$ cat config.mk
export PLATFORM = sky130hd
export DESIGN_NAME = cdb_arbiter
export DESIGN_NICKNAME = d
export VERILOG_FILES = /design/src/rtl/cdb_arbiter.sv
export SDC_FILE = /design/constraint.sdc
export NUM_CORES = 2
export LEC_CHECK = 0
export CELL_PAD_IN_SITES_DETAIL_PLACEMENT = 0
export CELL_PAD_IN_SITES_GLOBAL_PLACEMENT = 1
export CORE_MARGIN = 4
export CORE_UTILIZATION = 33
export CTS_CLUSTER_DIAMETER = 150
export CTS_CLUSTER_SIZE = 10
export DETAILED_ROUTE_END_ITERATION = 6
export GPL_TIMING_DRIVEN = 0
export PLACE_DENSITY_LB_ADDON = 0.1
export SLEW_MARGIN = 20
export SYNTH_ARGS = -nofsm -noshare
export SYNTH_HDL_FRONTEND = slang
export SYNTH_SLANG_ARGS = --single-unit
export TNS_END_PERCENT = 5
$ cat constraint.sdc
create_clock -name clock -period 12.82 [get_ports clock]
set_input_delay 1.923 -clock clock [delete_from_list [all_inputs] [get_ports clock]]
set_output_delay 1.923 -clock clock [all_outputs]
set_load 0.005 [all_outputs]
$ cat src/rtl/cdb_arbiter.sv
// cdb_arbiter
//   Round-robin arbiter that packs up to N finished functional-unit results
//   per cycle onto N registered CDB lanes feeding the complete stage.
//
// Ports
//   clock          : single clock, all state changes on its rising edge
//   reset          : synchronous, active-low reset
//   req_valid      : [NUM_REQ] FU i holds a finished result
//   req_entry      : [NUM_REQ] payload of FU i (held stable until granted)
//   req_grant      : [NUM_REQ] combinational grant, transfer this cycle
//   flush          : squash, blocks every transfer in the current cycle
//   cdb_valid      : [N] registered lane-valid bits
//   cdb_entry      : [N] registered lane payloads (zero when lane unused)
//   conflict_count : saturating count of non-flush cycles with > N requests

`ifndef N
`define N 3
`endif

package cdb_pkg;
  // Opaque result payload; the arbiter never looks inside it.
  typedef struct packed {
    logic [5:0]  rob_idx;
    logic        mispredict;
    logic        branch_taken;
    logic [31:0] branch_target;
    logic [6:0]  dest_pr;
    logic [31:0] result;
  } ex_complete_entry_t;
endpackage

module cdb_arbiter #(
  parameter int N       = `N,
  parameter int NUM_REQ = 6
) (
  input  logic                           clock,
  input  logic                           reset,
  input  logic [NUM_REQ-1:0]             req_valid,
  input  cdb_pkg::ex_complete_entry_t    req_entry [NUM_REQ],
  output logic [NUM_REQ-1:0]             req_grant,
  input  logic                           flush,
  output logic [N-1:0]                   cdb_valid,
  output cdb_pkg::ex_complete_entry_t    cdb_entry [N],
  output logic [15:0]                    conflict_count
);

  localparam int PTR_W  = (NUM_REQ > 1) ? $clog2(NUM_REQ) : 1;
  localparam int LANE_W = (N > 1) ? $clog2(N) : 1;

  logic [PTR_W-1:0]            rr_ptr_r;
  logic [PTR_W-1:0]            rr_ptr_nxt_s;
  logic [NUM_REQ-1:0]          grant_s;
  logic [N-1:0]                lane_valid_s;
  cdb_pkg::ex_complete_entry_t lane_entry_s [N];
  logic                        overload_s;
  int                          req_cnt_s;
  int                          gcnt_s;
  int                          idx_s;

  logic [N-1:0]                cdb_valid_r;
  cdb_pkg::ex_complete_entry_t cdb_entry_r [N];
  logic [15:0]                 conflict_count_r;

  // Count requests (for overload detection) independent of reset/flush.
  always_comb begin
    req_cnt_s = 0;
    for (int i = 0; i < NUM_REQ; i++) begin
      if (req_valid[i]) begin
        req_cnt_s = req_cnt_s + 1;
      end else begin
        req_cnt_s = req_cnt_s;
      end
    end
  end

  // Round-robin scan from rr_ptr: grant the first N valid requesters and
  // pack them into lanes in scan order; pointer follows the last grant.
  always_comb begin
    grant_s      = '0;
    lane_valid_s = '0;
    for (int k = 0; k < N; k++) begin
      lane_entry_s[k] = '0;
    end
    rr_ptr_nxt_s = rr_ptr_r;
    gcnt_s       = 0;
    idx_s        = 0;
    if (reset && !flush) begin
      for (int j = 0; j < NUM_REQ; j++) begin
        idx_s = (int'(rr_ptr_r) + j) % NUM_REQ;
        if (req_valid[PTR_W'(idx_s)] && (gcnt_s < N)) begin
          grant_s[PTR_W'(idx_s)]       = 1'b1;
          lane_valid_s[LANE_W'(gcnt_s)] = 1'b1;
          lane_entry_s[LANE_W'(gcnt_s)] = req_entry[PTR_W'(idx_s)];
          rr_ptr_nxt_s                 = PTR_W'((idx_s + 1) % NUM_REQ);
          gcnt_s                       = gcnt_s + 1;
        end else begin
          gcnt_s = gcnt_s;
        end
      end
    end else begin
      gcnt_s = 0;
    end
  end

  // Flush and reset both suppress the overload count.
  always_comb begin
    if (reset && !flush && (req_cnt_s > N)) begin
      overload_s = 1'b1;
    end else begin
      overload_s = 1'b0;
    end
  end

  // Lane registers, round-robin pointer and saturating conflict counter.
  always_ff @(posedge clock) begin
    if (!reset) begin
      cdb_valid_r <= '0;
      for (int k = 0; k < N; k++) begin
        cdb_entry_r[k] <= '0;
      end
      rr_ptr_r         <= '0;
      conflict_count_r <= 16'h0000;
    end else begin
      cdb_valid_r <= lane_valid_s;
      for (int k = 0; k < N; k++) begin
        cdb_entry_r[k] <= lane_entry_s[k];
      end
      rr_ptr_r <= rr_ptr_nxt_s;
      if (overload_s && (conflict_count_r != 16'hFFFF)) begin
        conflict_count_r <= conflict_count_r + 16'd1;
      end else begin
        conflict_count_r <= conflict_count_r;
      end
    end
  end

  assign req_grant      = grant_s;
  assign cdb_valid      = cdb_valid_r;
  assign cdb_entry      = cdb_entry_r;
  assign conflict_count = conflict_count_r;

endmodule

==> results.py <==
metrics = {
    "timing": {
        "final-max-slew-violation-count": 0,
        "max_clock_freq_ghz": 0.0801,
        "finalSetupTns_ns": 0,
        "hold_viol_final": 0,
        "relSlewSlack_pct": 8.97,
        "finalClockSkew_ns": 0.0498,
        "setup_violations": 0,
        "tightest_slew_ns": 1.37,
        "post-route-period-util_pct": 97.4,
        "period_minus_slack_ns": 12.48,
    },
    "setup_path": {
        "critPathLaunchType": "primary input",
        "cpPeakStageDelay_ns": 0.69,
        "slowest_stage": "fa_2",
        "reg2reg_depth": 57,
        "cp.required_ns": 13.32,
        "cp-end-kind": "register",
        "path_max_fanout": 21,
        "reg2reg_slack_ns": 0.39,
        "arrival_ns": 12.98,
        "timing.rr.start": "rr_ptr_r[0]",
        "cp_common_cell": "buf_4",
        "r2r_end": "rr_ptr_r[2]",
        "critPathKind": "in -> reg",
    },
    "place": {
        "dpl.hpwl_um": 190000,
        "place_congestion": 1.06,
        "io_buffers": 741,
    },
    "detailed_routing": {
        "num_vias": 45800,
        "dr.pass1.iters": 7,
        "top_layer_used": "met5",
        "drt_iter0_drc": 7615,
        "routed-wl-met3_um": 34100,
        "m1WireLength_um": 93800,
        "ant_nets": 0,
        "wl_met2_um": 101000,
        "wl_per_cell_um": 37.8,
        "avgViaCountPerCell": 6.98,
        "drc": 39,
        "wirelength_um": 248000,
    },
    "floorplan": {
        "rows": 113,
        "pin_count": 745,
        "die_area_mm2": 0.102,
        "die_x_um": 319,
        "core_mm2": 0.0954,
        "start_util_pct": 33.4,
        "die_y_um": 319,
    },
    "grt": {
        "antenna_found_initial": 41,
        "grt_pass1_wl_um": 338000,
        "globalRouteOverflowTotal": 0,
        "grt_pass1_vias": 43500,
        "grt_max_degree": 22,
        "track_usage_pct": 45.4,
    },
    "logic_synthesis": {
        "yosysTopAreaCell": "dfxtp_1",
        "syn_avg_cell_area_um2": 7.13,
        "synth_nets": 5005,
        "netlist_instances": 4474,
        "synth_top_area_share_pct": 16.3,
        "synth_flop_cell": "dfxtp_1",
        "ys_seq_area_share_pct": 16.3,
        "synth_warnings": 0,
        "yosys-top-cells-area": "dfxtp_1 16%, mux2i_1 12%, a211oi_1 12%, mux2_2 6.8%, o21ai_0 6.5%",
        "synth-edff-count": 0,
        "synthArstFlopShare_pct": 0,
        "synth-seq-cells": 259,
        "synth_area_mm2": 0.0319,
        "ys_types": 101,
    },
    "status": {
        "status": "complete, but fails checks",
        "violations": "DRC",
    },
    "layout": {
        "nets": 5797,
        "fillers": 9892,
        "final_common_cell": "clkdlybuf4s50_1",
        "final_cell_mix": "741 x clkdlybuf4s50_1, 521 x nor2_1, 484 x a211oi_1, 410 x o21ai_0, 395 x clkbuf_1",
        "drive_gt1_share_pct": 7.12,
        "synthToLayoutAreaGrowth_pct": 32.4,
    },
    "clock_network": {
        "numCtsBuffers": 29,
        "cts.sinks": 259,
        "insertion_delay_ns": 0.66,
        "h-tree-depth": 1,
        "cts.path.max_buffers": 3,
        "cts_root_buf": "clkbuf_16",
        "cts.clk_slew.worst_paths_ns": 0.07,
        "cts_tree": "done",
    },
    "worst_hold_path": {
        "whs_path_depth": 2,
        "hold_path.class": "reg -> reg",
        "min-delay-start": "conflict_count[9]",
        "worstHoldEndpoint": "conflict_count[9]",
    },
    "run": {
        "cap_violations": 0,
    },
}
critical path, delay by kind of cell:
family | cells | cell delay (ns)
adders and majority gates | 7 | 2.06
xor gates and xnor gates | 2 | 0.28
muxes | 2 | 0.54
and+or+nand+nor | 11 | 2.30
AOI/OAI and AO/OA | 12 | 2.60
buffers and inverters | 12 | 3.24
cells by family after synthesis:
kind of cell / synth area share, %
buffers and inverters: 6.84
DFF: 16.3
adders and majority gates: 1.91
muxes: 18.8
xor gates and xnor gates: 0.902
and+or+nand+nor: 15.6
AOI/OAI and AO/OA: 39.7
what timing repair did:
item	CTS	global route
endpoints found under the setup margin	245	2
gates cloned	0	1
gates resized for setup	50	21
pin swaps	12	6
hold buffers	0	0
buffers inserted	16	4
cell usage after synthesis (8+ instances only):
| library cell | n |
|---|---|
| buf_1 | 72 |
| a22oi_1 | 36 |
| o211ai_1 | 234 |
| nand2_1 | 367 |
| nand4_1 | 11 |
| o31ai_1 | 12 |
| or3_1 | 13 |
| nand3_1 | 26 |
| a32oi_1 | 81 |
| and2_1 | 22 |
| nor2_1 | 522 |
| a22o_1 | 48 |
| a21oi_1 | 178 |
| mux2_2 | 193 |
| clkbuf_1 | 418 |
| o21ai_0 | 411 |
| o22ai_1 | 132 |
| a211oi_1 | 489 |
| mux2i_1 | 377 |
| nor3_1 | 82 |
| dfxtp_1 | 259 |
| a31oi_1 | 41 |
| xnor2_1 | 22 |
| ha_1 | 47 |
| nor2b_1 | 8 |
| a222oi_1 | 28 |
| buf_2 | 11 |
| nand2b_1 | 8 |
| o32ai_1 | 29 |
| o221ai_1 | 33 |
| inv_1 | 51 |
| and3_1 | 61 |
final cells by class:
cell class | instances | area [µm²] | area share, %
tap | 1265 | 1580 | 3.75
clock buffer | 30 | 729 | 1.73
clock inverter | 1 | 8.76 | 0.0207
inverter | 57 | 223 | 0.527
buffer | 505 | 2090 | 4.94
antenna | 24 | 60.1 | 0.142
sequential | 259 | 5190 | 12.3
timing repair buffer | 764 | 7600 | 18.0
multi-input combinational | 3650 | 24700 | 58.6
worst max path at each step:
stage                      start           to  slack, ns  cells past startpoint
global route         rr_ptr_r[0]  rr_ptr_r[2]    -0.0003                     60
global placement     rr_ptr_r[0]  rr_ptr_r[2]      -4.88                     64
floorplan            rr_ptr_r[0]  rr_ptr_r[2]       0.11                     64
detailed placement   rr_ptr_r[0]  rr_ptr_r[2]      -4.88                     64
finish              req_valid[5]  rr_ptr_r[2]       0.34                     46
CTS                  rr_ptr_r[0]  rr_ptr_r[2]      0.009                     62
flip-flops by register name, summed over array words and instances (netlist names):
register        cells
conflict_count     16
cdb_entry         237
rr_ptr_r            3
cdb_valid           3
per-layer routing:
metal	global-route usage [%]	up-vias
met5	0	-
met4	27.9	30
met3	17.8	992
met2	66.3	4040
met1	56.0	22000
li1	-	18800
metrics by stage:
step	area, µm²	cells	util (%)	hold WS (ns)	worst slack (ns)
floorplan	31900	4474	-	0.489	0.114
global placement	40900	6480	42.9	0.498	-4.88
detailed placement	41000	6481	42.9	0.505	-4.88
CTS	42000	6526	44.1	0.516	0.00871
global route	42200	6541	44.2	0.546	-0.000312
finish	42200	6555	44.2	0.510	0.336
Power is left out: the tool's default activity adds up to more than one toggle a clock period on the data nets, which glitch-free logic cannot reach.
